## src/rtl/qspi_resp_pkg.sv

```systemverilog
// Shared types and constants for the QSPI PSRAM responder.
// States, command bytes and field sizes used by the frame decoder.
package qspi_resp_pkg;

    typedef enum logic [2:0] {
        IDLE,
        CMD,
        ADDR,
        DUMMY,
        READ,
        WRITE,
        IGNORE
    } state_t;

    localparam logic [7:0] CMD_READ  = 8'hEB;
    localparam logic [7:0] CMD_WRITE = 8'h38;
    localparam int ADDR_NIBS = 6;
    localparam int CNT_W     = 4;

endpackage

```

## src/rtl/qspi_resp_sync.sv

```systemverilog
// Two-flop synchronizers for the QSPI pins plus sclk edge detection.
// Clock, CS and data all see the same two-cycle delay.
module qspi_resp_sync (
    input  logic       clk,
    input  logic       rst_n,
    input  logic       qspi_clk_in,
    input  logic       qspi_cs_n_in,
    input  logic [3:0] qspi_data_in,
    output logic       sclk_rise,
    output logic       sclk_fall,
    output logic       cs_n_s,
    output logic [3:0] data_s
);

    logic       r_clk_m;
    logic       r_clk_s;
    logic       r_clk_d;
    logic       r_cs_m;
    logic       r_cs_s;
    logic [3:0] r_dat_m;
    logic [3:0] r_dat_s;

    // CS resets to "selected" so a frame already in flight at reset
    // release never looks like a fresh falling edge.
    always_ff @(posedge clk) begin
        if (!rst_n) begin
            r_clk_m <= 1'b0;
            r_clk_s <= 1'b0;
            r_clk_d <= 1'b0;
            r_cs_m  <= 1'b0;
            r_cs_s  <= 1'b0;
            r_dat_m <= 4'h0;
            r_dat_s <= 4'h0;
        end else begin
            r_clk_m <= qspi_clk_in;
            r_clk_s <= r_clk_m;
            r_clk_d <= r_clk_s;
            r_cs_m  <= qspi_cs_n_in;
            r_cs_s  <= r_cs_m;
            r_dat_m <= qspi_data_in;
            r_dat_s <= r_dat_m;
        end
    end

    assign sclk_rise = r_clk_s & ~r_clk_d;
    assign sclk_fall = ~r_clk_s & r_clk_d;
    assign cs_n_s    = r_cs_s;
    assign data_s    = r_dat_s;

endmodule

```

## src/rtl/qspi_psram_responder.sv

```systemverilog
// Device-side QSPI PSRAM model: decodes quad read/write frames from
// the oversampled bus and serves a small internal byte memory.
module qspi_psram_responder
    import qspi_resp_pkg::*;
#(
    parameter int MEM_BYTES  = 256,
    parameter int DUMMY_BASE = 2
) (
    input  logic                         clk,
    input  logic                         rst_n,
    input  logic                         qspi_clk_in,
    input  logic                         qspi_cs_n_in,
    input  logic [3:0]                   qspi_data_in,
    output logic [3:0]                   qspi_data_out,
    output logic [3:0]                   qspi_data_oe,
    input  logic [2:0]                   latency_cfg,
    input  logic                         load_en,
    input  logic [$clog2(MEM_BYTES)-1:0] load_addr,
    input  logic [7:0]                   load_data,
    output logic                         busy
);

    localparam int AW = $clog2(MEM_BYTES);

    logic             w_rise;
    logic             w_fall;
    logic             w_cs_n;
    logic [3:0]       w_data;
    logic             w_start;
    logic [7:0]       w_cmd_nxt;
    logic             w_cnt_st;
    logic             w_fe_we;
    logic             w_we;
    logic [AW-1:0]    w_waddr;
    logic [7:0]       w_wdata;
    state_t           w_state_nxt;

    state_t           r_state;
    logic [CNT_W-1:0] r_cnt;
    logic [CNT_W-1:0] r_dummy;
    logic [7:0]       r_cmd;
    logic [AW-1:0]    r_addr;
    logic             r_half;
    logic [3:0]       r_wnib;
    logic [3:0]       r_dout;
    logic             r_oe;
    logic             r_armed;
    logic [7:0]       r_mem [MEM_BYTES];

    qspi_resp_sync u_sync (
        .clk          (clk),
        .rst_n        (rst_n),
        .qspi_clk_in  (qspi_clk_in),
        .qspi_cs_n_in (qspi_cs_n_in),
        .qspi_data_in (qspi_data_in),
        .sclk_rise    (w_rise),
        .sclk_fall    (w_fall),
        .cs_n_s       (w_cs_n),
        .data_s       (w_data)
    );

    // A frame needs CS seen high since the last start or reset.
    assign w_start   = (r_state == IDLE) && !w_cs_n && r_armed;
    assign w_cmd_nxt = {r_cmd[3:0], w_data};
    assign w_cnt_st  = (r_state == CMD) || (r_state == ADDR) ||
                       (r_state == DUMMY);

    always_comb begin
        w_state_nxt = r_state;
        if (w_cs_n) begin
            w_state_nxt = IDLE;
        end else begin
            unique case (r_state)
                IDLE: begin
                    if (r_armed) w_state_nxt = CMD;
                end
                CMD: begin
                    if (w_rise && r_cnt == CNT_W'(1)) begin
                        if (w_cmd_nxt == CMD_READ ||
                            w_cmd_nxt == CMD_WRITE)
                            w_state_nxt = ADDR;
                        else
                            w_state_nxt = IGNORE;
                    end
                end
                ADDR: begin
                    if (w_rise && r_cnt == CNT_W'(ADDR_NIBS - 1)) begin
                        if (r_cmd == CMD_WRITE)
                            w_state_nxt = WRITE;
                        else if (r_dummy != '0)
                            w_state_nxt = DUMMY;
                        else
                            w_state_nxt = READ;
                    end
                end
                DUMMY: begin
                    if (w_rise && r_cnt == r_dummy - CNT_W'(1))
                        w_state_nxt = READ;
                end
                default: ;
            endcase
        end
    end

    always_ff @(posedge clk) begin
        if (!rst_n) r_state <= IDLE;
        else        r_state <= w_state_nxt;
    end

    always_ff @(posedge clk) begin
        if (!rst_n) begin
            r_cnt   <= '0;
            r_dummy <= '0;
            r_cmd   <= 8'h00;
            r_addr  <= '0;
            r_half  <= 1'b0;
            r_wnib  <= 4'h0;
            r_dout  <= 4'h0;
            r_oe    <= 1'b0;
            r_armed <= 1'b0;
        end else begin
            if (w_cs_n)       r_armed <= 1'b1;
            else if (w_start) r_armed <= 1'b0;

            if (w_state_nxt != r_state)
                r_cnt <= '0;
            else if (w_rise && w_cnt_st)
                r_cnt <= r_cnt + CNT_W'(1);

            if (w_start) begin
                r_dummy <= CNT_W'(DUMMY_BASE) + CNT_W'(latency_cfg);
                r_half  <= 1'b0;
            end

            if (w_cs_n) begin
                r_oe   <= 1'b0;
                r_dout <= 4'h0;
                r_half <= 1'b0;
            end else begin
                unique case (r_state)
                    CMD: begin
                        if (w_rise) r_cmd <= w_cmd_nxt;
                    end
                    ADDR: begin
                        if (w_rise) r_addr <= {r_addr[AW-5:0], w_data};
                    end
                    READ: begin
                        if (w_fall) begin
                            r_oe   <= 1'b1;
                            r_half <= ~r_half;
                            if (r_half) begin
                                r_dout <= r_mem[r_addr][3:0];
                                r_addr <= r_addr + AW'(1);
                            end else begin
                                r_dout <= r_mem[r_addr][7:4];
                            end
                        end
                    end
                    WRITE: begin
                        if (w_rise) begin
                            r_half <= ~r_half;
                            if (r_half) r_addr <= r_addr + AW'(1);
                            else        r_wnib <= w_data;
                        end
                    end
                    default: ;
                endcase
            end
        end
    end

    // Frame writes and backdoor loads are exclusive by state.
    assign w_fe_we = (r_state == WRITE) && !w_cs_n && w_rise && r_half;
    assign w_we    = w_fe_we ||
                     ((r_state == IDLE) && w_cs_n && load_en);
    assign w_waddr = w_fe_we ? r_addr : load_addr;
    assign w_wdata = w_fe_we ? {r_wnib, w_data} : load_data;

    always_ff @(posedge clk) begin
        if (w_we) r_mem[w_waddr] <= w_wdata;
    end

    assign qspi_data_out = r_dout;
    assign qspi_data_oe  = {4{r_oe}};
    assign busy          = (r_state != IDLE);

endmodule
```

## config.mk

```make
export PLATFORM = sky130hd
export DESIGN_NAME = qspi_psram_responder
export DESIGN_NICKNAME = d
export VERILOG_FILES = /design/src/rtl/qspi_resp_pkg.sv /design/src/rtl/qspi_resp_sync.sv /design/src/rtl/qspi_psram_responder.sv
export SDC_FILE = /design/constraint.sdc
export NUM_CORES = 2
export LEC_CHECK = 0
export CORE_UTILIZATION = 31
export CTS_BUF_LIST = sky130_fd_sc_hd__clkbuf_8 sky130_fd_sc_hd__clkbuf_16
export DETAILED_ROUTE_END_ITERATION = 8
export GPL_TIMING_DRIVEN = 0
export HOLD_SLACK_MARGIN = 0.03
export PLACE_DENSITY_LB_ADDON = 0.12
export SYNTH_ARGS = -nofsm -noshare
export SYNTH_HDL_FRONTEND = slang
export SYNTH_SLANG_ARGS = --single-unit
```

## constraint.sdc

```tcl
create_clock -name clk -period 14.1 [get_ports clk]
set_input_delay 2.82 -clock clk [delete_from_list [all_inputs] [get_ports clk]]
set_output_delay 2.82 -clock clk [all_outputs]
set_load 0.005 [all_outputs]
```

==> impl_results.md <==
* Clock power frac at between 40% and 50%
* Drt initial violations at 7800
* Largest net degree at the start of global routing at 85
* Total core area at 263000 sq um
* Synth Instances at 4093
* Sw power at 0.00277 W
* Worst-skew pair later-pin latency at roughly 900 ps
* Fin. Hold Viols at 0
* Failing checks: capacitance limit, slew limit
* DRT Pass-1 Iters at 9
* Fin crit period at ~6700 ps
* Internal power at 0.0104 W
* Total routed wirelength at 365000 um
* Initial antenna violation count at 52
* Final Max Slew Viols at 31
* Hold Crit Depth at 1
* Commonest register cell after synthesis: edfxtp_1
* Vias at 47300
* Post-synth top area share at between 70% and 80%
* Setup WS post-layout at 7410 ps
* Sequential area share after synthesis at 76.0%
* Period utilization at 47.4%
* DRC at 0
* Post-DR vias/cell at 5.82
* Post-Synth Simple-Gate Area at 4.20%
* Relative slew slack at -5.15%
* Critical path data arrival time at ~7400 ps
* Synth Area in Compound Gates at 2.88%
* Post-Synth XOR/XNOR Area at 0.0956%
* Synth Cell Area at between 80000 and 90000 sq um
* Status: complete, but fails checks
* Post-CTS Setup Repair Bufs at 0
* CP Cell Sequence: buf_2 > buf_2 > buf_2 > buf_2 > buf_2 > a21oi_1 > o21ai_0 > nor4_1 > a211oi_1 > o221ai_1
* Adder-cell area share of the yosys netlist at 0.0759%
* Worst Skew at 41.8 ps
* Critical path fanouts, max at 10
* Vias in the first global route at roughly 45000
* ANT nets after route at 0
* CTS Buf Count at 226
* CTS H-Tree Depth at 4
* Post-synthesis async set-or-reset flop share at 0%
* Beginning of the worst hold path: u_sync.r_dat_m[1]
* Fmax at 150 MHz
* Final setup fails at 0
* Combinational share of power at 1.4%
* Pre-CTS worst setup slack at ~7000 ps
* Buf/Inv on CP at 5
* Leading area contributor after synthesis: edfxtp_1
* Final-layout fill cell count at 24500
* CP max-delay cell: a211oi_1
* Largest family of logic cells by synthesized area: multiplexers
* Worst Setup Path Type: reg -> reg
* CP endpoint kind: flip-flop
* Max-cap violations at 3
* Drt wl/cell at approximately 45 um
* Post-Syn Nets at 4126
* Synth cell types at 74
* CP required at ~15000 ps
* Post-synthesis mux area share at around 15%
* Worst-path clk slew at 70 ps
* Row cnt at 188
* Peak supply drop at approximately 120 uV
* Most used cell, CP: buf_2
* GRT Util Overall at 26.8%
* Synth Area per Inst at 20.1 sq um
* Starting Density at 31.3%
* Crit path max-delay family: buffers and inverters
* Unrepaired setup endpoints after global routing: false
* Cells resized by post-CTS repair at 0
* Number of synthesized flops with an enable pin at 2048
* Tot Pwr at ~0.013 W
* First-pass GRT wire length at 468000 um
* I/O Pins at 37
* Largest cells by area after synthesis: edfxtp_1 75%, mux4_2 14%, nor2_1 1.5%
* Yosys warns at 0
* FF+latch area at ~63000 sq um
* Nets at 4442
* Port Buf Inserts at 36
* CTS tree: built
* TNS Setup at 0 ps
* Max clock buf depth at 3
* Die Wd at a little over 500 um
* Reg2Reg Setup Slack at 7410 ps
* Synth Register Bits at around 2100
* Flop pwr share at 52.1%
* Worst-Margin Slew at 1580 ps
* Gr ovfl total at 0
* Reg-to-Reg End: qspi_data_out[1]
* Area of the die at 268000 sq um
* Worst hold-check path type: reg -> reg
* Share of cells above drive strength 1 at 23.6%
* Worst Reg2Reg Path Length in Cells at 10
* Die height at 518 um
* Multi-input gate area at 18500 sq um
* P_leak at 29.0 nW
* CP startpoint kind: flip-flop
* Cts hold-fix bufs at 0
* Sw Ratio at 21.1%
* Worst Hold End: u_sync.data_s[1]
* Clock Sinks at 2107
* Root Driver: clkbuf_16
* Placer Congestion at 0.945
* Area grow syn2layout at 16.6%
* Worst path max stage delay at between 1000 and 1500 ps
* HPWL Detailed at 242000 um
* PwrDens at 137 nW/um^2
metrics by stage:
step                      area [sq um]  hold WS [ps]  utilization, %  std cells
final                            96100           435            36.5       8131
after global routing             96100           455            36.5       8116
after CTS                        96000           442            36.5       8113
after detailed placement         88500           426            33.6       7695
after global placement           87200           426            33.1       7644
after floorplan                  82400           412               -       4093
power by group through the flow:
stage               clock, W  combinational [W]  sequential, W
floorplan                  0          0.0000633        0.00703
global placement           0           0.000148        0.00708
detailed placement         0           0.000184        0.00700
CTS                  0.00615           0.000184        0.00687
global route         0.00637           0.000193        0.00687
finish               0.00612           0.000185        0.00687
state kept, by name, indices dropped and copies added (netlist names), named ones only:
signal,flops
u_sync.r_cs_m,1
r_state,3
u_sync.cs_n_s,1
qspi_data_out,4
r_oe,1
r_addr,8
u_sync.r_dat_m,4
r_cmd,8
r_armed,1
r_wnib,4
u_sync.r_clk_s,1
u_sync.r_clk_d,1
r_mem,2048
u_sync.data_s,4
u_sync.r_clk_m,1
r_half,1
r_dummy,4
r_cnt,4
cell type report:
class                      instances  share of cell area (%)
buffer                           235                    1.43
tap                             3515                    4.58
inverter                          15                  0.0586
multi-input combinational       1736                    19.3
clock buffer                     231                    5.98
antenna                           17                  0.0443
sequential                      2107                    65.2
timing repair buffer              88                    1.60
clock inverter                   187                    1.83
synth_stat cells, types with 14 or more instances:
cell type  instances
o21ai_0           57
o22ai_1           58
mux2i_1           99
edfxtp_1        2048
buf_2             54
nor2_1           324
a211oi_1          28
a31oi_1           22
a22oi_1           41
nand2b_1          23
nor4_1            14
mux4_2           502
buf_6             23
and2_1            27
a21oi_1           43
nor3_1            41
clkbuf_1         101
nand2_1          189
nor2b_1           37
nand3_1           47
dfxtp_1           59
buf_4             42
metal layers:
layer / track usage, % / vias to the layer above / wire [um] / share of wire, %
li1: - / 17600 / - / -
met1: 36.9 / 26200 / 150000 / 41
met2: 40.4 / 2884 / 163000 / 45
met3: 6.68 / 610 / 34800 / 9.5
met4: 11.4 / 14 / 17300 / 4.7
met5: 0 / - / 100 / 0.027
layout by cell type, fill, tap and decap left out, drive strengths merged, types with 8 or more instances in the layout:
cell type      netlist  final
a21oi               43     43
nand3               47     47
a211oi              29     29
bufinv               0     30
buf                134    185
and2                28     28
a31oi               22     22
clkinv               2    102
mux2i               99     99
nor4                15     15
a22oi               41     41
mux4               503    503
edfxtp            2048   2048
nand4               12     12
and3                10     10
clkbuf             101    333
o22ai               58     58
dfxtp               59     59
nand3b              12     12
nor2               324    324
nor3                41     41
o21ai               57     57
o221ai              13     13
a2111oi              8      8
diode                0     17
nor2b               37     37
mux2                 8      8
inv                 13     63
clkdlybuf4s50        0     36
nand2              189    189
nand2b              23     23
a21boi              12     12
cells by family after synthesis:
group | after synthesis
compound gates | 346
xor+xnor | 9
fa+ha+maj | 5
buf+inv | 250
flops | 2107
mux | 610
simple gates | 766
worst max-delay path by stage:
stage,from,to,slack [ps],cells after the start
2_1_floorplan,load_data[0],r_mem[0][0],7420,2
3_3_place_gp,load_data[4],r_mem[100][4],2120,3
3_5_place_dp,load_en,r_mem[207][1],7020,7
4_1_cts,flip-flop,qspi_data_out[0],7810,11
5_1_grt,flip-flop,qspi_data_out[1],7870,10
6_report,flip-flop,qspi_data_out[1],7410,10
(Power assumes the default switching activity.)
